File: config.mk
export PLATFORM = sky130hd
export DESIGN_NAME = ub_access_ctrl
export DESIGN_NICKNAME = d
export VERILOG_FILES = /design/src/rtl/ub_pkg.sv /design/src/rtl/ub_wr_arbiter.sv /design/src/rtl/ub_access_ctrl.sv
export SDC_FILE = /design/constraint.sdc
export NUM_CORES = 1
export LEC_CHECK = 0
export CORE_ASPECT_RATIO = 1.4
export CORE_MARGIN = 5
export CORE_UTILIZATION = 36
export DETAILED_ROUTE_END_ITERATION = 7
export PLACE_DENSITY = 0.77
export SYNTH_ARGS = -nofsm -noshare
export SYNTH_HDL_FRONTEND = slang
export SYNTH_SLANG_ARGS = --single-unit
File: constraint.sdc
create_clock -name clk -period 1.7 [get_ports clk]
set_clock_uncertainty 0.15 [all_clocks]
set_input_delay 0.51 -clock clk [delete_from_list [all_inputs] [get_ports clk]]
set_output_delay 0.51 -clock clk [all_outputs]
set_load 0.01 [all_outputs]
File: src/rtl/ub_pkg.sv
// Shared sizes, read-FSM state type and row alignment helper for the unified-buffer access controller.
package ub_pkg;

   localparam int SIZE             = 8;
   localparam int ACTIVATION_WIDTH = 7;
   localparam int ADDR_WIDTH       = 6;
   localparam int DEPTH            = 1 << ADDR_WIDTH;
   localparam int ROW_WIDTH        = SIZE * ACTIVATION_WIDTH;
   localparam int CNT_WIDTH        = $clog2(DEPTH) + 1;

   typedef enum logic {
      IDLE   = 1'b0,
      STREAM = 1'b1
   } rd_state_t;

   // Rows are SIZE entries wide, so a row base is the address with its in-row offset cleared.
   function automatic logic [ADDR_WIDTH-1:0] row_align(input logic [ADDR_WIDTH-1:0] addr);
      localparam logic [ADDR_WIDTH-1:0] ROW_MASK = ADDR_WIDTH'(SIZE - 1);
      return addr & ~ROW_MASK;
   endfunction

endpackage

File: src/rtl/ub_wr_arbiter.sv
// Two-way round-robin arbiter for the UB write port; req/gnt bit 0 = host, bit 1 = accumulator.
module ub_wr_arbiter (
   input  logic       clk,
   input  logic       rst_n,
   input  logic [1:0] req,
   input  logic       block,
   output logic [1:0] gnt
);

   logic favour_acc;

   always_comb begin
      gnt = 2'b00;
      if (!block) begin
         unique case (req)
            2'b01:   gnt = 2'b01;
            2'b10:   gnt = 2'b10;
            2'b11:   gnt = favour_acc ? 2'b10 : 2'b01;
            default: gnt = 2'b00;
         endcase
      end
   end

   // Pointer only moves on an actual grant, so a blocked cycle leaves it untouched.
   always_ff @(posedge clk or negedge rst_n) begin
      if (!rst_n) begin
         favour_acc <= 1'b1;
      end else if (gnt[0]) begin
         favour_acc <= 1'b1;
      end else if (gnt[1]) begin
         favour_acc <= 1'b0;
      end
   end

endmodule

File: src/rtl/ub_access_ctrl.sv
// Unified-buffer port owner: arbitrated row writes plus a start/busy/done activation read stream.
// Define UB_RD_WR_INTERLOCK_EN to hold off all writes while a read stream is in progress.
module ub_access_ctrl
   import ub_pkg::*;
(
   input  logic                        clk,
   input  logic                        rst_n,
   input  logic                        host_wr_req,
   input  logic [ADDR_WIDTH-1:0]       host_wr_addr,
   input  logic [ROW_WIDTH-1:0]        host_wr_data,
   output logic                        host_wr_gnt,
   input  logic                        acc_wr_req,
   input  logic [ADDR_WIDTH-1:0]       acc_wr_addr,
   input  logic [ROW_WIDTH-1:0]        acc_wr_data,
   output logic                        acc_wr_gnt,
   output logic                        ub_wr_en,
   output logic [ADDR_WIDTH-1:0]       ub_wr_addr,
   output logic [ROW_WIDTH-1:0]        ub_wr_data,
   input  logic                        rd_start,
   input  logic [ADDR_WIDTH-1:0]       rd_base,
   input  logic [ADDR_WIDTH:0]         rd_len,
   output logic                        rd_busy,
   output logic [ADDR_WIDTH-1:0]       ub_rd_addr,
   input  logic [ACTIVATION_WIDTH-1:0] ub_rd_data,
   output logic                        rd_valid,
   output logic [ACTIVATION_WIDTH-1:0] rd_data,
   output logic                        rd_done
);

   // state  | meaning
   // IDLE   | no stream; rd_start sampled, rd_len==0 gives an immediate done pulse
   // STREAM | one UB address issued and one entry captured per cycle until cnt runs out

   rd_state_t            state, state_nxt;
   logic [CNT_WIDTH-1:0] cnt;
   logic [1:0]           gnt;
   logic                 wr_block;

`ifdef UB_RD_WR_INTERLOCK_EN
   assign wr_block = rd_busy;
`else
   assign wr_block = 1'b0;
`endif

   ub_wr_arbiter u_wr_arbiter (
      .clk   (clk),
      .rst_n (rst_n),
      .req   ({acc_wr_req, host_wr_req}),
      .block (wr_block),
      .gnt   (gnt)
   );

   assign host_wr_gnt = gnt[0];
   assign acc_wr_gnt  = gnt[1];

   always_ff @(posedge clk or negedge rst_n) begin
      if (!rst_n) begin
         ub_wr_en   <= 1'b0;
         ub_wr_addr <= '0;
         ub_wr_data <= '0;
      end else if (host_wr_gnt) begin
         ub_wr_en   <= 1'b1;
         ub_wr_addr <= row_align(host_wr_addr);
         ub_wr_data <= host_wr_data;
      end else if (acc_wr_gnt) begin
         ub_wr_en   <= 1'b1;
         ub_wr_addr <= row_align(acc_wr_addr);
         ub_wr_data <= acc_wr_data;
      end else begin
         ub_wr_en   <= 1'b0;
      end
   end

   always_ff @(posedge clk or negedge rst_n) begin
      if (!rst_n) begin
         state <= IDLE;
      end else begin
         state <= state_nxt;
      end
   end

   always_comb begin
      state_nxt = state;
      unique case (state)
         IDLE:    if (rd_start && (rd_len != '0)) state_nxt = STREAM;
         STREAM:  if (cnt == CNT_WIDTH'(1))       state_nxt = IDLE;
         default: state_nxt = IDLE;
      endcase
   end

   assign rd_busy = (state == STREAM);

   // rd_done is registered alongside the final capture, so it lines up with the last rd_valid.
   always_ff @(posedge clk or negedge rst_n) begin
      if (!rst_n) begin
         ub_rd_addr <= '0;
         cnt        <= '0;
         rd_valid   <= 1'b0;
         rd_data    <= '0;
         rd_done    <= 1'b0;
      end else begin
         rd_valid <= 1'b0;
         rd_done  <= 1'b0;
         unique case (state)
            IDLE: begin
               if (rd_start) begin
                  if (rd_len == '0) begin
                     rd_done <= 1'b1;
                  end else begin
                     ub_rd_addr <= rd_base;
                     cnt        <= rd_len;
                  end
               end
            end
            STREAM: begin
               rd_data    <= ub_rd_data;
               rd_valid   <= 1'b1;
               ub_rd_addr <= ub_rd_addr + ADDR_WIDTH'(1);
               cnt        <= cnt - CNT_WIDTH'(1);
               if (cnt == CNT_WIDTH'(1)) rd_done <= 1'b1;
            end
            default: ;
         endcase
      end
   end

endmodule

==> impl_metrics.csv <==
group,metric,value,unit
run_status,status,"complete, but fails checks",
run_status,violations,"setup timing",
cts,cts_buffer_depth,2,
global_routing,grt_max_degree,85,
worst_hold_path,hold_class,"in -> async",
cells_and_area,drive_gt1_share,21.7,%
floorplan,boundaryPins,230,
sta,rsz0062_at_grt,"true",
drt,wl_met1,5590,um
pwr,power,0.00732,W
sta,layout_setup_ws,-0.204,ns
placed_design,place_congestion,0.889,
cells_and_area,final_util,60.8,%
cells_and_area,area_delta_synth_final,64.9,%
setup_path,path_class,"reg -> out",
sta,worst_pin_slew,0.684,ns
yosys,ys_seq_elements,84,
drt,wl_met3,1480,um
pwr,vdd_drop_max,884,uV
yosys,synth_top_family_by_area,"multiplexers",
yosys,yosys_warnings,0,
sta,period_needed,1.90,ns
pwr,p_leak,3.06,nW
floorplan,core-area,0.0119,mm^2
drt,drc,0,
yosys,yosys.area_share.xor_xnor,0.795,%
yosys,synth_top_flop_cell,"dfrtp_1",
setup_path,required,1.04,ns
drt,ant_nets,0,
sta,setup_viol,2,
setup_path,crit_fanout,3,
pwr,pwr_density_cell,1010,mW/mm^2
drt,wl_per_cell,18.0,um
drt,drt_wl_total,14900,um
cts,cts_num_sinks,84,
sta,fmax,525,MHz
sta,slew_violations,0,
setup_path,cp-end-kind,"output pin",
sta,hold_viol,0,
floorplan,die_width,103,um
cts,root_buffer,"clkbuf_16",
cts,clkTransAtPathRegs,0.07,ns
drt,maxUsedRoutingLayer,"met4",
yosys,synthArstFlopShare,100,%
floorplan,die-area,0.0146,mm^2
yosys,synth_edf_count,0,
cells_and_area,fillers,974,
cts,htreeDepth,3,
sta,setup_tns,-0.340,ns
drt,drt_iter0_drc,127,
yosys,ys_types,43,
yosys,synth_fa_ha_area_share,0.852,%
cts,cts_tree,"built",
yosys,synthSimpleGateAreaFrac,14.3,%
placed_design,hpwl,10900,um
placed_design,dp_slack,-0.537,ns
yosys,synthMuxAreaShare,17.6,%
drt,drt_pass1_iterations,4,
floorplan,rows,47,
global_routing,antenna_found_initial,0,
yosys,seq_area_frac_synth,47.8,%
sta,min_period_over_period,112,%
global_routing,grt_pass1_vias,4618,
sta,maxSlewHeadroom,54.4,%
placed_design,portBuffers,220,
cts,cts_buffers,9,
cells_and_area,final_nets,829,
drt,num_vias,4373,
sta,holdWs,0.0219,ns
floorplan,die-height,141,um
yosys,syn_area,0.00440,mm^2
drt,vias_per_cell,5.28,
global_routing,gr-usage-all-layers,20.0,%
global_routing,grt_pass1_wl,23100,um
setup_path,cp.arrival,1.24,ns
yosys,synthCells,442,
yosys,synth_compound_area_share,14.2,%
cells_and_area,diodes,0,
global_routing,overflow,0,
yosys,avgSynthCellArea,9.96,um^2
setup_path,critPathLaunchType,"flip-flop",
cts,holdBufCountCts,0,
cts,insertion_delay,0.34,ns
drt,wl_met2,7560,um
floorplan,start_util,36.9,%
job,cap_violations,0,
==> cell usage after synthesis, types with 2 or more instances <==
cell type	n	area, um^2
nor4_2	2	25.0
inv_1	6	22.5
nor3_1	3	15.0
o31ai_1	2	15.0
a21boi_0	2	15.0
clkbuf_1	9	33.8
buf_2	17	85.1
nand4_1	2	12.5
a31oi_1	2	12.5
a221o_2	3	33.8
xnor2_1	4	35.0
a41o_1	2	20.0
a211oi_1	5	37.5
a21oi_1	2	10.0
nand2_1	9	33.8
buf_1	5	18.8
o22ai_1	61	382
dfrtp_1	83	2080
ha_1	3	37.5
nor2_1	124	465
nor2b_1	3	18.8
mux2_2	69	777
buf_4	4	30.0
==> layout by cell type, fill, tap and decap left out, types with 2 or more instances in the layout <==
cell type,count
xnor2_1,4
a21oi_1,2
conb_1,3
nand2_1,8
nor2b_1,3
clkbuf_8,2
a221o_2,3
o31ai_1,2
buf_8,2
mux2_2,68
clkinvlp_4,2
dfrtp_1,82
dlygate4sd2_1,57
nor4_4,3
nor2_1,124
a31oi_1,2
buf_6,4
a211oi_1,5
clkdlybuf4s15_1,25
o22ai_1,61
a41o_1,2
clkdlybuf4s50_1,132
clkinv_4,2
nor3_1,2
buf_12,2
buf_4,31
ha_1,2
clkbuf_16,9
nand4_1,2
inv_1,4
buf_2,3
==> flip-flops by register name, indices dropped and copies added, names as in the netlist <==
name                     flops
rd_data                      7
rd_done                      1
cnt                          7
rd_busy                      1
u_wr_arbiter.favour_acc      1
ub_wr_en                     1
ub_wr_addr                   3
ub_rd_addr                   6
rd_valid                     1
ub_wr_data                  56
==> report_power, final <==
part	switching [W]	internal, W	total (W)	leakage, nW
Sequential	0.000313	0.00239	0.00271	0.963
Clock	0.000802	0.00122	0.00202	0.152
Combinational	0.00116	0.00144	0.00259	1.94
==> worst paths after layout <==
| path | startpoint | endpoint | slack (ns) | depth (start not counted) |
|---|---|---|---|---|
| setup / recovery | u_wr_arbiter.favour_acc | acc_wr_gnt | -0.20 | 3 |
| setup reg to reg | rd_busy | ub_rd_addr[3] | 0.05 | 4 |
| max in group asynchronous | rst_n | ub_wr_data[42] | 0.98 | 2 |
| hold reg to reg | rd_data[6] | rd_data[6] | 0.36 | 1 |
| min in group clk | rd_data[6] | rd_data[6] | 0.36 | 1 |
| hold / removal | rst_n | ub_rd_addr[3] | 0.02 | 2 |
==> critical path, stage by stage (launching register included) <==
cell      delay (ns)
dfstp_2         0.55
inv_1           0.05
a21boi_2        0.15
buf_2           0.16
==> logic make-up after synthesis <==
group	count (synthesis)
and+or+nand+nor	150
adders and majority gates	3
buffers and inverters	41
muxes	69
other	1
xor gates and xnor gates	4
DFF	84
AOI/OAI and AO/OA	90
==> area by class of cell <==
cell class	count	area (um^2)	area share, %
repair buffers	257	2440	33.6
inverters	6	28.8	0.396
flip-flops and latches	84	2100	29.0
clock inverters	5	60.1	0.827
multi-input cells	319	2190	30.2
clock buffers	11	253	3.48
well taps	147	184	2.53
==> metal layers <==
| layer | up-vias | global-route usage (%) |
|---|---|---|
| met5 | - | 0 |
| met4 | 0 | 7.09 |
| met3 | 22 | 5.44 |
| met2 | 210 | 34.5 |
| met1 | 2083 | 23.3 |
| li1 | 2058 | - |
==> what timing repair did <==
action                                  CTS  global route
endpoints found under the setup margin  103            44
setup buffers                             4             1
pin swaps                                 3             2
resized for setup                       103            33
endpoints found under the hold margin     0             0
==> stage by stage <==
step | instance area [um^2] | instances
finish | 7260 | 829
global route | 7260 | 829
CTS | 7190 | 828
detailed placement | 6920 | 808
global placement | 6920 | 808
floorplan | 4470 | 444
Note: power is estimated with default switching activity, not from simulation.
